`src/rtl/snake_body_pkg.sv`:
```
// Shared encodings and constants for the snake body tracker.
package snake_body_pkg;

  typedef enum logic [1:0] {
    DIR_UP    = 2'b00,
    DIR_RIGHT = 2'b01,
    DIR_DOWN  = 2'b10,
    DIR_LEFT  = 2'b11
  } dir_e;

  typedef enum logic [1:0] {
    GS_READY = 2'b00,
    GS_PLAY  = 2'b01,
    GS_PAUSE = 2'b10,
    GS_OVER  = 2'b11
  } game_state_e;

  typedef enum logic [1:0] {
    ST_INIT = 2'd0,
    ST_RUN  = 2'd1,
    ST_DEAD = 2'd2
  } snake_state_e;

  localparam int GRID_W_DEF = 32;
  localparam int GRID_H_DEF = 24;

  localparam logic [4:0] START_X = 5'd16;
  localparam logic [4:0] START_Y = 5'd12;

  // Opposite headings differ only in bit 1 of the encoding.
  function automatic logic is_reversal(input dir_e cur, input dir_e req);
    return req == dir_e'(cur ^ 2'b10);
  endfunction

endpackage

```
`src/rtl/snake_body_if.sv`:
```
// Game-control, food, display-scan and status signals of the snake body.
interface snake_body_if;
  // No valid/ready pair: move_tick is a one-cycle strobe that is always
  // accepted; the body acts on it only while running with game_state==play.
  logic [1:0] game_state;
  logic       move_tick;
  logic [1:0] dir_in;
  logic [4:0] food_x;
  logic [4:0] food_y;
  logic [4:0] qry_x;
  logic [4:0] qry_y;
  logic       qry_hit;
  logic       qry_head;
  logic [4:0] head_x;
  logic [4:0] head_y;
  logic [4:0] length;
  logic       get_food;
  logic       dead;
  logic [1:0] state_dbg;

  modport slave (
    input  game_state, move_tick, dir_in, food_x, food_y, qry_x, qry_y,
    output qry_hit, qry_head, head_x, head_y, length, get_food, dead, state_dbg
  );

  modport master (
    output game_state, move_tick, dir_in, food_x, food_y, qry_x, qry_y,
    input  qry_hit, qry_head, head_x, head_y, length, get_food, dead, state_dbg
  );
endinterface

```
`src/rtl/snake_next_head.sv`:
```
// Next head cell, wall flag and reversal filter; 6-bit math so that
// stepping off either edge shows up as an out-of-range coordinate.
module snake_next_head
  import snake_body_pkg::*;
#(
  parameter int GRID_W = GRID_W_DEF,
  parameter int GRID_H = GRID_H_DEF
) (
  input  logic [4:0] head_x,
  input  logic [4:0] head_y,
  input  dir_e       cur_dir,
  input  dir_e       req_dir,
  output dir_e       new_dir,
  output logic [5:0] nxt_x,
  output logic [5:0] nxt_y,
  output logic       wall
);

  always_comb begin
    new_dir = is_reversal(cur_dir, req_dir) ? cur_dir : req_dir;
    nxt_x   = {1'b0, head_x};
    nxt_y   = {1'b0, head_y};
    case (new_dir)
      DIR_UP:    nxt_y = {1'b0, head_y} - 6'd1;
      DIR_RIGHT: nxt_x = {1'b0, head_x} + 6'd1;
      DIR_DOWN:  nxt_y = {1'b0, head_y} + 6'd1;
      default:   nxt_x = {1'b0, head_x} - 6'd1;
    endcase
    // Underflow wraps to 63, so one unsigned compare covers both edges.
    wall = (nxt_x >= 6'(GRID_W)) || (nxt_y >= 6'(GRID_H));
  end

endmodule

```
`src/rtl/snake_body.sv`:
```
// Snake segment buffer: steps the body on move ticks, detects wall and
// self collisions, grows on food, and answers display-scan queries.
module snake_body
  import snake_body_pkg::*;
#(
  parameter int GRID_W   = GRID_W_DEF,
  parameter int GRID_H   = GRID_H_DEF,
  parameter int MAX_LEN  = 16,
  parameter int INIT_LEN = 3
) (
  input logic         clk,
  input logic         rst,
  snake_body_if.slave bus
);

  localparam logic [4:0] MAX_LEN_L  = 5'(MAX_LEN);
  localparam logic [4:0] INIT_LEN_L = 5'(INIT_LEN);

  snake_state_e state_q, state_d;
  dir_e         dir_q, dir_d;
  logic [4:0]   seg_x_q [MAX_LEN];
  logic [4:0]   seg_x_d [MAX_LEN];
  logic [4:0]   seg_y_q [MAX_LEN];
  logic [4:0]   seg_y_d [MAX_LEN];
  logic [4:0]   length_q, length_d;
  logic         get_food_q, get_food_d;
  logic         dead_q, dead_d;

  dir_e       new_dir;
  logic [5:0] nxt_x, nxt_y;
  logic       wall;
  logic       step, food_match, grow, self_hit, collide;
  logic       qry_hit, qry_head;

  snake_next_head #(.GRID_W(GRID_W), .GRID_H(GRID_H)) u_next_head (
    .head_x  (seg_x_q[0]),
    .head_y  (seg_y_q[0]),
    .cur_dir (dir_q),
    .req_dir (dir_e'(bus.dir_in)),
    .new_dir (new_dir),
    .nxt_x   (nxt_x),
    .nxt_y   (nxt_y),
    .wall    (wall)
  );

  always_comb begin
    step       = (state_q == ST_RUN) && (bus.game_state == GS_PLAY) && bus.move_tick;
    food_match = (nxt_x == {1'b0, bus.food_x}) && (nxt_y == {1'b0, bus.food_y});
    grow       = food_match && (length_q < MAX_LEN_L);
    // The tail vacates its cell this step unless the body is growing.
    self_hit = 1'b0;
    for (int i = 1; i < MAX_LEN; i++) begin
      if ((5'(i) < length_q) && ((5'(i) != length_q - 5'd1) || grow) &&
          ({1'b0, seg_x_q[i]} == nxt_x) && ({1'b0, seg_y_q[i]} == nxt_y))
        self_hit = 1'b1;
    end
    collide = wall || self_hit;
  end

  always_comb begin
    state_d    = state_q;
    dir_d      = dir_q;
    seg_x_d    = seg_x_q;
    seg_y_d    = seg_y_q;
    length_d   = length_q;
    get_food_d = 1'b0;
    dead_d     = dead_q;

    case (state_q)
      ST_INIT: if (bus.game_state == GS_PLAY) state_d = ST_RUN;
      ST_RUN:  if (step && collide) state_d = ST_DEAD;
      default: state_d = ST_DEAD;
    endcase

    if (step) begin
      dir_d = new_dir;
      if (collide) begin
        dead_d = 1'b1;
      end else begin
        for (int i = 1; i < MAX_LEN; i++) begin
          seg_x_d[i] = seg_x_q[i-1];
          seg_y_d[i] = seg_y_q[i-1];
        end
        seg_x_d[0] = nxt_x[4:0];
        seg_y_d[0] = nxt_y[4:0];
        if (food_match) begin
          get_food_d = 1'b1;
          if (grow) length_d = length_q + 5'd1;
        end
      end
    end

    // Reset and re-arm share the same load; this overrides any step.
    if (rst || (bus.game_state == GS_READY)) begin
      state_d    = ST_INIT;
      dir_d      = DIR_RIGHT;
      length_d   = INIT_LEN_L;
      get_food_d = 1'b0;
      dead_d     = 1'b0;
      for (int i = 0; i < MAX_LEN; i++) begin
        seg_x_d[i] = START_X - 5'(i);
        seg_y_d[i] = START_Y;
      end
    end
  end

  always_ff @(posedge clk) begin
    state_q    <= state_d;
    dir_q      <= dir_d;
    seg_x_q    <= seg_x_d;
    seg_y_q    <= seg_y_d;
    length_q   <= length_d;
    get_food_q <= get_food_d;
    dead_q     <= dead_d;
  end

  always_comb begin
    qry_hit  = 1'b0;
    qry_head = (seg_x_q[0] == bus.qry_x) && (seg_y_q[0] == bus.qry_y);
    for (int i = 0; i < MAX_LEN; i++) begin
      if ((5'(i) < length_q) && (seg_x_q[i] == bus.qry_x) && (seg_y_q[i] == bus.qry_y))
        qry_hit = 1'b1;
    end
  end

  assign bus.qry_hit   = qry_hit;
  assign bus.qry_head  = qry_head;
  assign bus.head_x    = seg_x_q[0];
  assign bus.head_y    = seg_y_q[0];
  assign bus.length    = length_q;
  assign bus.get_food  = get_food_q;
  assign bus.dead      = dead_q;
  assign bus.state_dbg = state_q;

endmodule

```
`src/flat_wrapper.sv`:
```
// flat-port wrapper written by rule: the top's interface ports become plain ports
module snake_body_flat import snake_body_pkg::*;
#(
  parameter int GRID_W   = GRID_W_DEF,
  parameter int GRID_H   = GRID_H_DEF,
  parameter int MAX_LEN  = 16,
  parameter int INIT_LEN = 3
)
  (clk, rst, bus_game_state, bus_move_tick, bus_dir_in, bus_food_x, bus_food_y, bus_qry_x, bus_qry_y, bus_qry_hit, bus_qry_head, bus_head_x, bus_head_y, bus_length, bus_get_food, bus_dead, bus_state_dbg);
  snake_body_if bus_i ();
  input logic clk;
  input logic rst;
  input wire logic [$bits(bus_i.game_state)-1:0] bus_game_state;
  input wire logic [$bits(bus_i.move_tick)-1:0] bus_move_tick;
  input wire logic [$bits(bus_i.dir_in)-1:0] bus_dir_in;
  input wire logic [$bits(bus_i.food_x)-1:0] bus_food_x;
  input wire logic [$bits(bus_i.food_y)-1:0] bus_food_y;
  input wire logic [$bits(bus_i.qry_x)-1:0] bus_qry_x;
  input wire logic [$bits(bus_i.qry_y)-1:0] bus_qry_y;
  output wire logic [$bits(bus_i.qry_hit)-1:0] bus_qry_hit;
  output wire logic [$bits(bus_i.qry_head)-1:0] bus_qry_head;
  output wire logic [$bits(bus_i.head_x)-1:0] bus_head_x;
  output wire logic [$bits(bus_i.head_y)-1:0] bus_head_y;
  output wire logic [$bits(bus_i.length)-1:0] bus_length;
  output wire logic [$bits(bus_i.get_food)-1:0] bus_get_food;
  output wire logic [$bits(bus_i.dead)-1:0] bus_dead;
  output wire logic [$bits(bus_i.state_dbg)-1:0] bus_state_dbg;
  assign bus_i.game_state = bus_game_state;
  assign bus_i.move_tick = bus_move_tick;
  assign bus_i.dir_in = bus_dir_in;
  assign bus_i.food_x = bus_food_x;
  assign bus_i.food_y = bus_food_y;
  assign bus_i.qry_x = bus_qry_x;
  assign bus_i.qry_y = bus_qry_y;
  assign bus_qry_hit = bus_i.qry_hit;
  assign bus_qry_head = bus_i.qry_head;
  assign bus_head_x = bus_i.head_x;
  assign bus_head_y = bus_i.head_y;
  assign bus_length = bus_i.length;
  assign bus_get_food = bus_i.get_food;
  assign bus_dead = bus_i.dead;
  assign bus_state_dbg = bus_i.state_dbg;
  snake_body #(.GRID_W(GRID_W), .GRID_H(GRID_H), .MAX_LEN(MAX_LEN), .INIT_LEN(INIT_LEN)) u_core (.clk(clk), .rst(rst), .bus(bus_i));
endmodule
```
`config.mk`:
```
export PLATFORM = sky130hd
export DESIGN_NAME = snake_body_flat
export DESIGN_NICKNAME = d
export VERILOG_FILES = /design/src/rtl/snake_body_pkg.sv /design/src/rtl/snake_body_if.sv /design/src/rtl/snake_next_head.sv /design/src/rtl/snake_body.sv /design/src/flat_wrapper.sv
export SDC_FILE = /design/constraint.sdc
export NUM_CORES = 1
export LEC_CHECK = 0
export CAP_MARGIN = 20
export CORE_UTILIZATION = 35
export DETAILED_ROUTE_END_ITERATION = 16
export GPL_ROUTABILITY_DRIVEN = 0
export GPL_TIMING_DRIVEN = 0
export HOLD_SLACK_MARGIN = 0.15
export PLACE_DENSITY = 0.61
export SETUP_SLACK_MARGIN = 0.15
export SLEW_MARGIN = 20
export SYNTH_ARGS = -nofsm -noshare
export SYNTH_HDL_FRONTEND = slang
export SYNTH_HIERARCHICAL = 1
export SYNTH_SLANG_ARGS = --single-unit
```
`constraint.sdc`:
```
create_clock -name clk -period 6 [get_ports clk]
set_input_delay 1.2 -clock clk [delete_from_list [all_inputs] [get_ports clk]]
set_output_delay 1.2 -clock clk [all_outputs]
set_load 0.005 [all_outputs]
```
After elaboration in Yosys (flattened, before gate mapping)
Index checks and enable logic that the tools add are counted.

Flip-flop bits (word level): 171. Input port bits: 27. Output and inout port bits: 21. Word-level logic and storage cells: 299.

Add/subtract/negate cells: 6. Order comparisons: 19. Equality and inequality tests: 86. Muxes and demuxes: 38. Bitwise gates (word level): 3. Reductions and logical operators: 110.

Operators by type and width (number): $eq 5x6->1 (30); $eq 5x5->1 (32); $logic_and 1x1->1 (83); $lt 4x5->1 const A (8); $ne 4x5->1 const A (8); $mux 1 (32); $pmux 6 s2 (2); $lt 3x5->1 const A (4); $ne 3x5->1 const A (4); $logic_or 1x1->1 (18); $add 5x1->6 const B (2); $eq 6x5->1 (2); $sub 5x1->6 const B (2); $lt 1x5->1 const A (2); $lt 2x5->1 const A (2); $ne 2x5->1 const A (2); $eq 2x1->1 const B (3); $ge 6x5->1 const B (1); $ge 6x6->1 const B (1); $logic_not 2->1 (3); $mux 2 (3); $reduce_and 2->1 (3); $add 5x1->5 const B (1); $lt 5x5->1 const B (1); 11 further kinds (13).

Longest topological paths before layout
Gate-level depths: netlist of the first run.

Depth in word-level cells: 32. Depth in mapped cells: 23. Depth with buffers taken out: 18.

Modules after synthesis
The synthesis of the first run kept the hierarchy.

By module, submodules not included: snake_body (times used 1, cells an instance 1212, area an instance 10829.1 um^2); snake_next_head (times used 1, cells an instance 69, area an instance 533.0 um^2).

Worst setup path after synthesis of the first run
OpenSTA, ideal clock, no wires.

Path kind: input port to flip-flop. From: input port bus_dir_in[0]. To: register u_core/seg_x_q[13] (netlist bit). Library setup time: 0.072 ns. Arrival time: 5.150 ns. Path slack: 0.778 ns. Stages on the path: 20. Path through: xor2_1 -> mux2i_1 -> nand2_2 -> ha_1 -> a211oi_2 -> o21bai_1 -> a21oi_1 -> mux2i_4 -> inv_1 -> or2_1 -> clkbuf_1 -> or4_1 -> nor3_1 -> a32oi_1 -> and4_1 -> buf_2 -> nand2_4 -> buf_6 -> buf_6 -> mux2i_1.

Cells in the longest elaborated chain, start to end: 30. Elaborated cells between the ends (all ways): 123. Those cells by class: 2 x order compare; 35 x eq/ne; 18 x mux; 1 x bitwise; 67 x reduce/logical.

RTL lines: start, declared (line flat_wrapper.sv:15) `input wire logic [$bits(bus_i.dir_in)-1:0] bus_dir_in;`; $eq 2x2->1 (line snake_body_pkg.sv:32) `return req == dir_e'(cur ^ 2'b10);`; $mux 2 (*) (line snake_next_head.sv:20) `new_dir = is_reversal(cur_dir, req_dir) ? cur_dir : req_dir;`; $eq 2x2->1 or $logic_not 2->1 (tied branches) (line snake_next_head.sv:23) `case (new_dir)`; $reduce_or 2->1 (no line); $pmux 6 s2 (*) (line snake_next_head.sv:23); named net u_core.nxt_x[5] (line snake_body.sv:30) `logic [5:0] nxt_x, nxt_y;`; $eq 6x5->1 (line snake_body.sv:48) `food_match = (nxt_x == {1'b0, bus.food_x}) && (nxt_y == {1'b0, bus.food_y});`; $logic_and 1x1->1 (line snake_body.sv:48); $logic_and 1x1->1 (line snake_body.sv:49) `grow = food_match && (length_q < MAX_LEN_L);`; $logic_or 1x1->1 (line snake_body.sv:53) `if ((5'(i) < length_q) && ((5'(i) != length_q - 5'd1) || grow) &&`; $logic_and 1x1->1 (2 in series) (line snake_body.sv:53); $logic_and 1x1->1 (line snake_body.sv:54) `({1'b0, seg_x_q[i]} == nxt_x) && ({1'b0, seg_y_q[i]} == nxt_y))`; $mux 1 (15 in series) (line snake_body.sv:53); $logic_or 1x1->1 (*) (line snake_body.sv:57) `collide = wall || self_hit;`; $not 1->1 (no line) (*); $reduce_and 2->1 (no line) (*); end signal, assigned (line snake_body.sv:110) `seg_x_q <= seg_x_d;`; end, declared (line snake_body.sv:21) `logic [4:0] seg_x_q [MAX_LEN];`.

Mark *: on every way through the listed nets, which the timed path passes. The rest lies on a longest branch. A chain may end at the register's enable or synchronous reset.

Final worst setup path of the first run
From: input port bus_dir_in[0]. To: register u_core/seg_x_q[67] (netlist bit).

Elaborated cells between the ends (all ways): 123. Those cells by class: 2 x order compare; 35 x eq/ne; 18 x mux; 1 x bitwise; 67 x reduce/logical.

RTL lines (line): $eq 2x2->1 (snake_body_pkg.sv:32); $mux 2 (*) (snake_next_head.sv:20); $eq 2x2->1 or $logic_not 2->1 (tied branches) (snake_next_head.sv:23); $pmux 6 s2 (*) (snake_next_head.sv:23); named net u_core.nxt_y[5] (snake_body.sv:30); $eq 6x5->1 (snake_body.sv:48); $logic_and 1x1->1 (snake_body.sv:48); $logic_and 1x1->1 (snake_body.sv:49); $logic_or 1x1->1 (snake_body.sv:53); $logic_and 1x1->1 (2 in series) (snake_body.sv:53); $logic_and 1x1->1 (snake_body.sv:54); $mux 1 (15 in series) (snake_body.sv:53); $logic_or 1x1->1 (*) (snake_body.sv:57); $not 1->1 (no line) (*); $reduce_and 2->1 (no line) (*).

Marks and branches as above.

==> summary.md, run 1 <==
| Metric | Value |
|---|---|
| Status | `completed` |
| Normalized max-slew margin | `about a quarter` |
| CP Launch Point | `bus_dir_in[0]` |
| Critical path destination | `u_core/seg_x_q[67]$_SDFFE_PP1P_` |
| VDD IR max | `0.203 mV` |
| Combinational cell fraction of total power | `14.5%` |
| Final Non-Filler Cells | `~1800` |
| DRT iter0 DRCs | `1152` |
| Sw Ratio | `between 30% and 40%` |
| Number of remaining DRC errors | `0` |
| Final Critical Period | `5.69 ns` |
| Hold Worst Slack | `about 0.46 ns` |
| Nets | `about 1400` |
| Core area | `between 30000 and 40000 sq um` |
| Input/output buffers | `37` |
| Actual slew at the worst max-slew pin | `between 1 and 1.5 ns` |
| Die Wd | `182 um` |
| Post-route cell area | `13000 sq um` |
| Final period util | `94.8%` |
| Crit path kind | `in -> reg` |
| Pin count of the biggest net entering global routing | `19` |
| Worst R2R Setup Slack | `0.96 ns` |
| Die height | `182 um` |
| Worst R2R End | `u_core/seg_x_q[67]$_SDFFE_PP1P_` |
| Final HPWL DP | `31000 um` |
| Crit path max fanout | `10` |
| Setup WS pre-CTS | `-1.06 ns` |
| Utilization after layout | `40.9%` |
| Synth-to-layout area growth | `14.1%` |
| Antenna-violating nets left | `0` |
| WP data required | `6.37 ns` |
| Clk sinks | `~170` |
| CP Capture Type | `register` |
| Diodes inserted | `0` |
| Die Area | `33200 sq um` |
| Clock share of power | `41.9%` |
| YS warnings | `6` |
| Worst min path class | `reg -> reg` |
| Routed vias/inst | `roughly 5.7` |
| Critical Path Source Type | `input pin` |
| Vias | `10000` |
| Final setup fails | `0` |
| First-pass GRT wire length | `60900 um` |
| Post-synthesis cell area | `11400 sq um` |
| DRT Pass-1 Iters | `5` |
| Worst Skew | `between 0.01 and 0.015 ns` |
| Syn nets | `1325` |
| Top_reg_cell synth | `dfxtp_1` |
| Seq/Total Area, Yosys | `30.1%` |
| Placed inst area | `12200 sq um` |
| Crit path DAT | `6.06 ns` |
| GRT overflow | `0` |
| Worst-Skew Late Latency | `0.45 ns` |
| Final hold vios | `0` |
| FF-to-FF Start | `u_core/dir_q[0]$_SDFFE_PP1P_` |
| Clock-pin slew on the worst setup and hold paths | `roughly 0.07 ns` |
| FFs w/ async S/R, synth | `0%` |
| Setup ws final | `0.310 ns` |
| Rows | `65` |
| Post-synthesis cell type count | `72` |
| Seq pwr share | `around 44%` |
| Root buffer cell | `clkbuf_16` |
| Vias in the first global route | `9655` |
| Cell total after placement | `1720` |
| Pwr Density | `201 nW/um^2` |
| Max Clk Rate | `0.176 GHz` |
| RSZ-0062 raised after global routing | `false` |
| FF-to-FF path depth | `21` |
| Max-slew violations | `0` |
| Register bit total from synthesis | `about 170` |
| Max Root-Sink Buffers | `2` |
| EDFF count, synth | `0` |
| Syn Area/Cell | `8.87 sq um` |
| H-tree depth | `4` |
| CTS Buf Count | `17` |
| Final WL | `41100 um` |
| Leakage | `5.51 nW` |
| Switch Pwr | `roughly 0.0008 W` |
| Cells after Synth | `1281` |
| Tot GR Track Use | `between 20 and 25%` |
| Pint | `0.00181 W` |
| Share of layout cells above drive strength 1 | `10.0%` |
| Initial Utilization | `approximately 36%` |
| I/O pin cnt | `48` |
| Initial antenna violation count | `1` |
| CTS tree | `yes` |
| MaxCap Viol Count | `0` |
| WL per Instance | `23.4 um` |
-- worst max-delay path: stages --
cell and delay, ns:
clkdlybuf4s15_2 0.26, xor2_2 0.18, mux2i_2 0.34, buf_4 0.17, or2_4 0.14, ha_1 0.24, a211oi_1 0.30, o21bai_1 0.14
a21oi_2 0.21, xnor2_1 0.18, nor2_1 0.08, or2_1 0.20, buf_2 0.20, or4_1 0.59, nor3_4 0.28, a32oi_1 0.16
and4_1 0.22, buf_2 0.17, nand2_8 0.15, buf_8 0.20, buf_6 0.21, mux2i_1 0.21
-- layout by cell type, fill, tap and decap left out, types with 3 or more instances in the layout --
cell type / netlist / layout
o21bai_1: 3 / 3
nor3_1: 25 / 23
clkbuf_1: 48 / 47
a211oi_1: 11 / 11
nand3_1: 53 / 51
nor4_1: 47 / 45
buf_2: 14 / 14
inv_2: 3 / 3
nor2b_1: 3 / 3
a21o_1: 3 / 3
o21ai_1: 5 / 6
nor2_1: 84 / 84
inv_6: 0 / 5
nor3_2: 2 / 3
ha_1: 15 / 15
mux2i_1: 141 / 140
a21oi_1: 27 / 25
o21ai_0: 30 / 29
nand2_1: 110 / 110
inv_1: 11 / 11
buf_6: 8 / 8
xor2_1: 257 / 256
o211ai_1: 5 / 5
inv_8: 0 / 5
nand4_1: 31 / 31
buf_1: 4 / 4
xnor2_1: 71 / 71
clkdlybuf4s50_1: 0 / 36
o31ai_1: 3 / 3
clkbuf_16: 0 / 17
a31oi_1: 4 / 4
dfxtp_1: 171 / 171
buf_4: 34 / 41
or4_1: 3 / 3
mux2_2: 3 / 3
nor4_2: 1 / 3
-- registers in the layout, summed over array words and instances, names as in the netlist, 2 cells and up --
name / cells
u_core/bus.length: 5
u_core/bus.state_dbg: 2
u_core/bus.head_y: 5
u_core/dir_q: 2
u_core/seg_y_q: 75
u_core/bus.head_x: 5
u_core/seg_x_q: 75
-- metrics by stage --
| stage | power [W] | TNS [ns] |
|---|---|---|
| after global placement | 0.00152 | -148.39 |
| after floorplan | 0.00141 | 0 |
| final | 0.00261 | 0 |
| after detailed placement | 0.00152 | -152.39 |
| after global routing | 0.00269 | 0 |
| after CTS | 0.00260 | 0 |
-- cell usage after synthesis (all sizes together), types with 4 or more instances --
| cell type | n | area (sq um) |
|---|---|---|
| dfxtp | 171 | 3420 |
| mux2i | 142 | 1430 |
| o21ai | 35 | 175 |
| nand3 | 53 | 265 |
| o211ai | 7 | 71.3 |
| nor2 | 86 | 355 |
| a31oi | 5 | 37.5 |
| xor2 | 257 | 2250 |
| nor3 | 27 | 145 |
| o31ai | 4 | 35.0 |
| a21oi | 27 | 135 |
| nand4 | 31 | 194 |
| a211oi | 12 | 95.1 |
| xnor2 | 71 | 622 |
| or2 | 4 | 25.0 |
| ha | 15 | 188 |
| clkbuf | 48 | 180 |
| buf | 60 | 430 |
| nand2 | 112 | 430 |
| inv | 14 | 52.6 |
| nor4 | 50 | 349 |
-- logic make-up after synthesis --
group | Yosys count | synth area share, %
XOR/XNOR | 328 | 25.3
multiplexers | 145 | 12.9
adder cells (fa/ha/maj) | 17 | 2.00
buffers and inverters | 122 | 5.84
flip-flops | 171 | 30.1
AO/OA/AOI/OAI | 120 | 7.38
AND/OR/NAND/NOR | 378 | 16.5
-- metal layers --
layer | up-vias | track usage [%] | wire length [um]
met5 | - | 0 | 13
li1 | 4526 | - | -
met1 | 4765 | 33.0 | 17000
met4 | 2 | 14.4 | 2320
met2 | 575 | 37.3 | 17500
met3 | 142 | 5.39 | 4230
-- worst min-delay path by stage --
stage | slack [ns] | start | end | depth (start not counted)
6_report | 0.46 | u_core/bus.dead$_SDFFE_PP0P_ | u_core/bus.dead$_SDFFE_PP0P_ | 2
3_3_place_gp | 0.44 | u_core/bus.dead$_SDFFE_PP0P_ | u_core/bus.dead$_SDFFE_PP0P_ | 2
2_1_floorplan | 0.44 | u_core/dir_q[1]$_SDFFE_PP0P_ | u_core/dir_q[1]$_SDFFE_PP0P_ | 2
4_1_cts | 0.47 | u_core/bus.dead$_SDFFE_PP0P_ | u_core/bus.dead$_SDFFE_PP0P_ | 2
3_5_place_dp | 0.45 | u_core/dir_q[1]$_SDFFE_PP0P_ | u_core/dir_q[1]$_SDFFE_PP0P_ | 2
5_1_grt | 0.49 | u_core/bus.dead$_SDFFE_PP0P_ | u_core/bus.dead$_SDFFE_PP0P_ | 2
-- power groups by stage --
stage | sequential (W) | clock [W] | combinational, W
detailed placement | 0.00117 | 0 | 0.000355
finish | 0.00114 | 0.00109 | 0.000378
global placement | 0.00117 | 0 | 0.000354
floorplan | 0.00116 | 0 | 0.000241
global route | 0.00114 | 0.00116 | 0.000396
CTS | 0.00114 | 0.00110 | 0.000361
-- cell type report --
cell class | count | area, sq um
Fill cell | 3157 | 18800
Multi-Input combinational cell | 988 | 7380
Sequential cell | 171 | 3420
Buffer | 108 | 622
Tap cell | 402 | 503
Clock buffer | 17 | 425
Timing Repair Buffer | 44 | 424
Clock inverter | 15 | 141
Inverter | 14 | 52.6
-- what timing repair did --
action                     4_1_cts  5_1_grt
pin swaps                        2        6
gates resized for setup         12       14
buffers inserted                 1        6
hold buffers                     0        0
setup endpoints to repair      169      153
No activity file was read; power rests on OpenSTA's default activity.
==> run 2: changes to the inputs <==
--- a/config.mk
+++ b/config.mk
@@ -14,5 +14,5 @@
 export PLACE_DENSITY = 0.61
 export SETUP_SLACK_MARGIN = 0.15
-export SLEW_MARGIN = 20
+export SLEW_MARGIN = 10
 export SYNTH_ARGS = -nofsm -noshare
 export SYNTH_HDL_FRONTEND = slang
==> constraint.sdc (replaced) <==
create_clock -name clk -period 6 [get_ports clk]
set_input_delay 1.5 -clock clk [delete_from_list [all_inputs] [get_ports clk]]
set_output_delay 1.5 -clock clk [all_outputs]
set_load 0.005 [all_outputs]
==> summary.md, run 2 (synthesis results as in run 1) <==
| Metric | Value |
|---|---|
| Input/output buffers | `37 (unchanged)` |
| Largest registers | `u_core/seg_x_q (75), u_core/seg_y_q (75)` |
| Vias | `10100 (+0.83%)` |
| Final period util | `98.2% (+3.4 points)` |
| MaxCap Viol Count | `0 (unchanged)` |
| Die Area | `33200 sq um (unchanged)` |
| Clock-pin slew on the worst setup and hold paths | `0.07 ns (about the same)` |
| Setup WS pre-CTS | `-1.36 ns (-0.300 ns)` |
| Clk sinks | `171 (unchanged)` |
| DRT iter0 DRCs | `1228 (+6.6%)` |
| Initial antenna violation count | `1 (unchanged)` |
| Pwr Density | `198 nW/um^2 (-1.5%)` |
| Actual slew at the worst max-slew pin | `0.984 ns (-0.143 ns)` |
| Root buffer cell | `clkbuf_16` |
| Power Total | `0.00262 W (+0.33%)` |
| Tot GR Track Use | `25.1% (+0.11 points)` |
| Core area | `31700 sq um (unchanged)` |
| Worst Skew | `0.0185 ns (+0.00744 ns)` |
| WL per Instance | `23.4 um (+0.25%)` |
| Sw Ratio | `30.5% (-0.13 points)` |
| Die Wd | `182 um (unchanged)` |
| Setup ws final | `0.108 ns (-0.202 ns)` |
| Synth-to-layout area growth | `16.3%` |
| Die height | `182 um (unchanged)` |
| Utilization after layout | `41.7% (+0.78 points)` |
| CTS Buf Count | `17 (unchanged)` |
| WP data required | `4.50 ns (-1.87 ns)` |
| VDD IR max | `0.199 mV (-1.7%)` |
| Nets | `1399 (+0.79%)` |
| Initial Utilization | `35.8% (unchanged)` |
| Final WL | `41400 um (+0.88%)` |
| Status | `completed` |
| Final HPWL DP | `31000 um (unchanged)` |
| Max-slew violations | `0 (unchanged)` |
| Pin count of the biggest net entering global routing | `19 (unchanged)` |
| CP Capture Type | `output port` |
| Worst-Skew Late Latency | `0.45 ns (about the same)` |
| Final setup fails | `0 (unchanged)` |
| Most common cell after layout, fill and taps aside | `xor2_1` |
| RSZ-0062 raised after global routing | `false` |
| Final Critical Period | `5.89 ns (+0.202 ns)` |
| Critical Path Source Type | `input pin` |
| Max Clk Rate | `0.170 GHz (-3.4%)` |
| Worst min path class | `reg -> reg` |
| Hold Worst Slack | `0.458 ns (-0.00383 ns)` |
| Setup TNS | `0 ns (unchanged)` |
| Leakage | `5.66 nW (+2.7%)` |
| I/O pin cnt | `48 (unchanged)` |
| Crit path max fanout | `10 (unchanged)` |
| Clock share of power | `41.6% (-0.3 points)` |
| GRT overflow | `0 (unchanged)` |
| Antenna-violating nets left | `0 (unchanged)` |
| Vias in the first global route | `9652 (-0.031%)` |
| First-pass GRT wire length | `61100 um (+0.47%)` |
| Number of remaining DRC errors | `0 (unchanged)` |
| Share of layout cells above drive strength 1 | `12.1% (+2.0 points)` |
| Combinational cell fraction of total power | `14.9% (+0.4 points)` |
| Switch Pwr | `0.000798 W (about the same)` |
| CTS tree | `yes` |
| H-tree depth | `4 (unchanged)` |
| Commonest cells after routing, fill and taps aside | `xor2_1 (256), dfxtp_1 (171), mux2i_1 (138), nand2_1 (110), nor2_1 (83)` |
| Seq pwr share | `43.5% (-0.2 points)` |
| Max Root-Sink Buffers | `2 (unchanged)` |
| DRT Pass-1 Iters | `5 (unchanged)` |
| Final hold vios | `0 (unchanged)` |
| Crit path kind | `in -> out` |
| Rows | `65 (unchanged)` |
| Crit path DAT | `4.39 ns (-1.67 ns)` |
| Normalized max-slew margin | `34.4% (+9.5 points)` |
| Pint | `0.00182 W (+0.52%)` |
| Routed vias/inst | `5.70 (+0.20%)` |
| Diodes inserted | `0 (unchanged)` |
## run 2: stage by stage
step / instances / instance area (sq um)
floorplan: 1281 / 11400
global placement: 1720 / 12200
detailed placement: 1720 / 12200
CTS: 1754 / 12900
global route: 1770 / 13200
finish: 1770 / 13200
## run 2: worst paths after layout
check                                             startpoint                               to  slack (ns)  cells past startpoint
worst max-delay path                            bus_qry_x[4]                      bus_qry_hit        0.11                      9
worst min-delay path            u_core/bus.dead$_SDFFE_PP0P_     u_core/bus.dead$_SDFFE_PP0P_        0.46                      2
worst max register to register  u_core/dir_q[0]$_SDFFE_PP1P_  u_core/seg_x_q[17]$_SDFFE_PP1P_        1.12                     20
worst min register to register  u_core/bus.dead$_SDFFE_PP0P_     u_core/bus.dead$_SDFFE_PP0P_        0.46                      2
## run 2: area by class of cell
class,instances,area [sq um]
repair buffers,55,543
well taps,402,503
flip-flops and latches,171,3420
inverters,14,52.6
clock buffers,17,425
multi-input cells,988,7410
plain buffers,108,719
clock inverters,15,141
fillers,3143,18500
## run 2: critical path, cell delays in order
cell	delay (ns)
clkbuf_1	0.53
buf_2	0.48
xnor2_1	0.12
nand4_1	0.10
o21ai_0	0.18
a311oi_1	0.45
nand4_1	0.22
a211o_1	0.33
clkdlybuf4s50_1	0.46
## run 2: what timing repair did
item | in CTS | in global routing
setup buffers | 2 | 13
hold buffers | 0 | 0
gates resized for setup | 38 | 31
endpoints found under the setup margin | 171 | 168
pin swaps | 6 | 9
cloned | 0 | 2
## run 2: layer usage
metal  track usage [%]  routed length, um
met1              33.4              17100
met5                 0                 13
met4              13.9               2170
met3              5.27               4460
met2              37.5              17700
## run 2: power groups by stage
stage	registers [W]	clock network, W	logic [W]
floorplan	0.00116	0	0.000241
global route	0.00114	0.00116	0.000409
CTS	0.00114	0.00110	0.000367
detailed placement	0.00117	0	0.000355
finish	0.00114	0.00109	0.000390
global placement	0.00117	0	0.000354
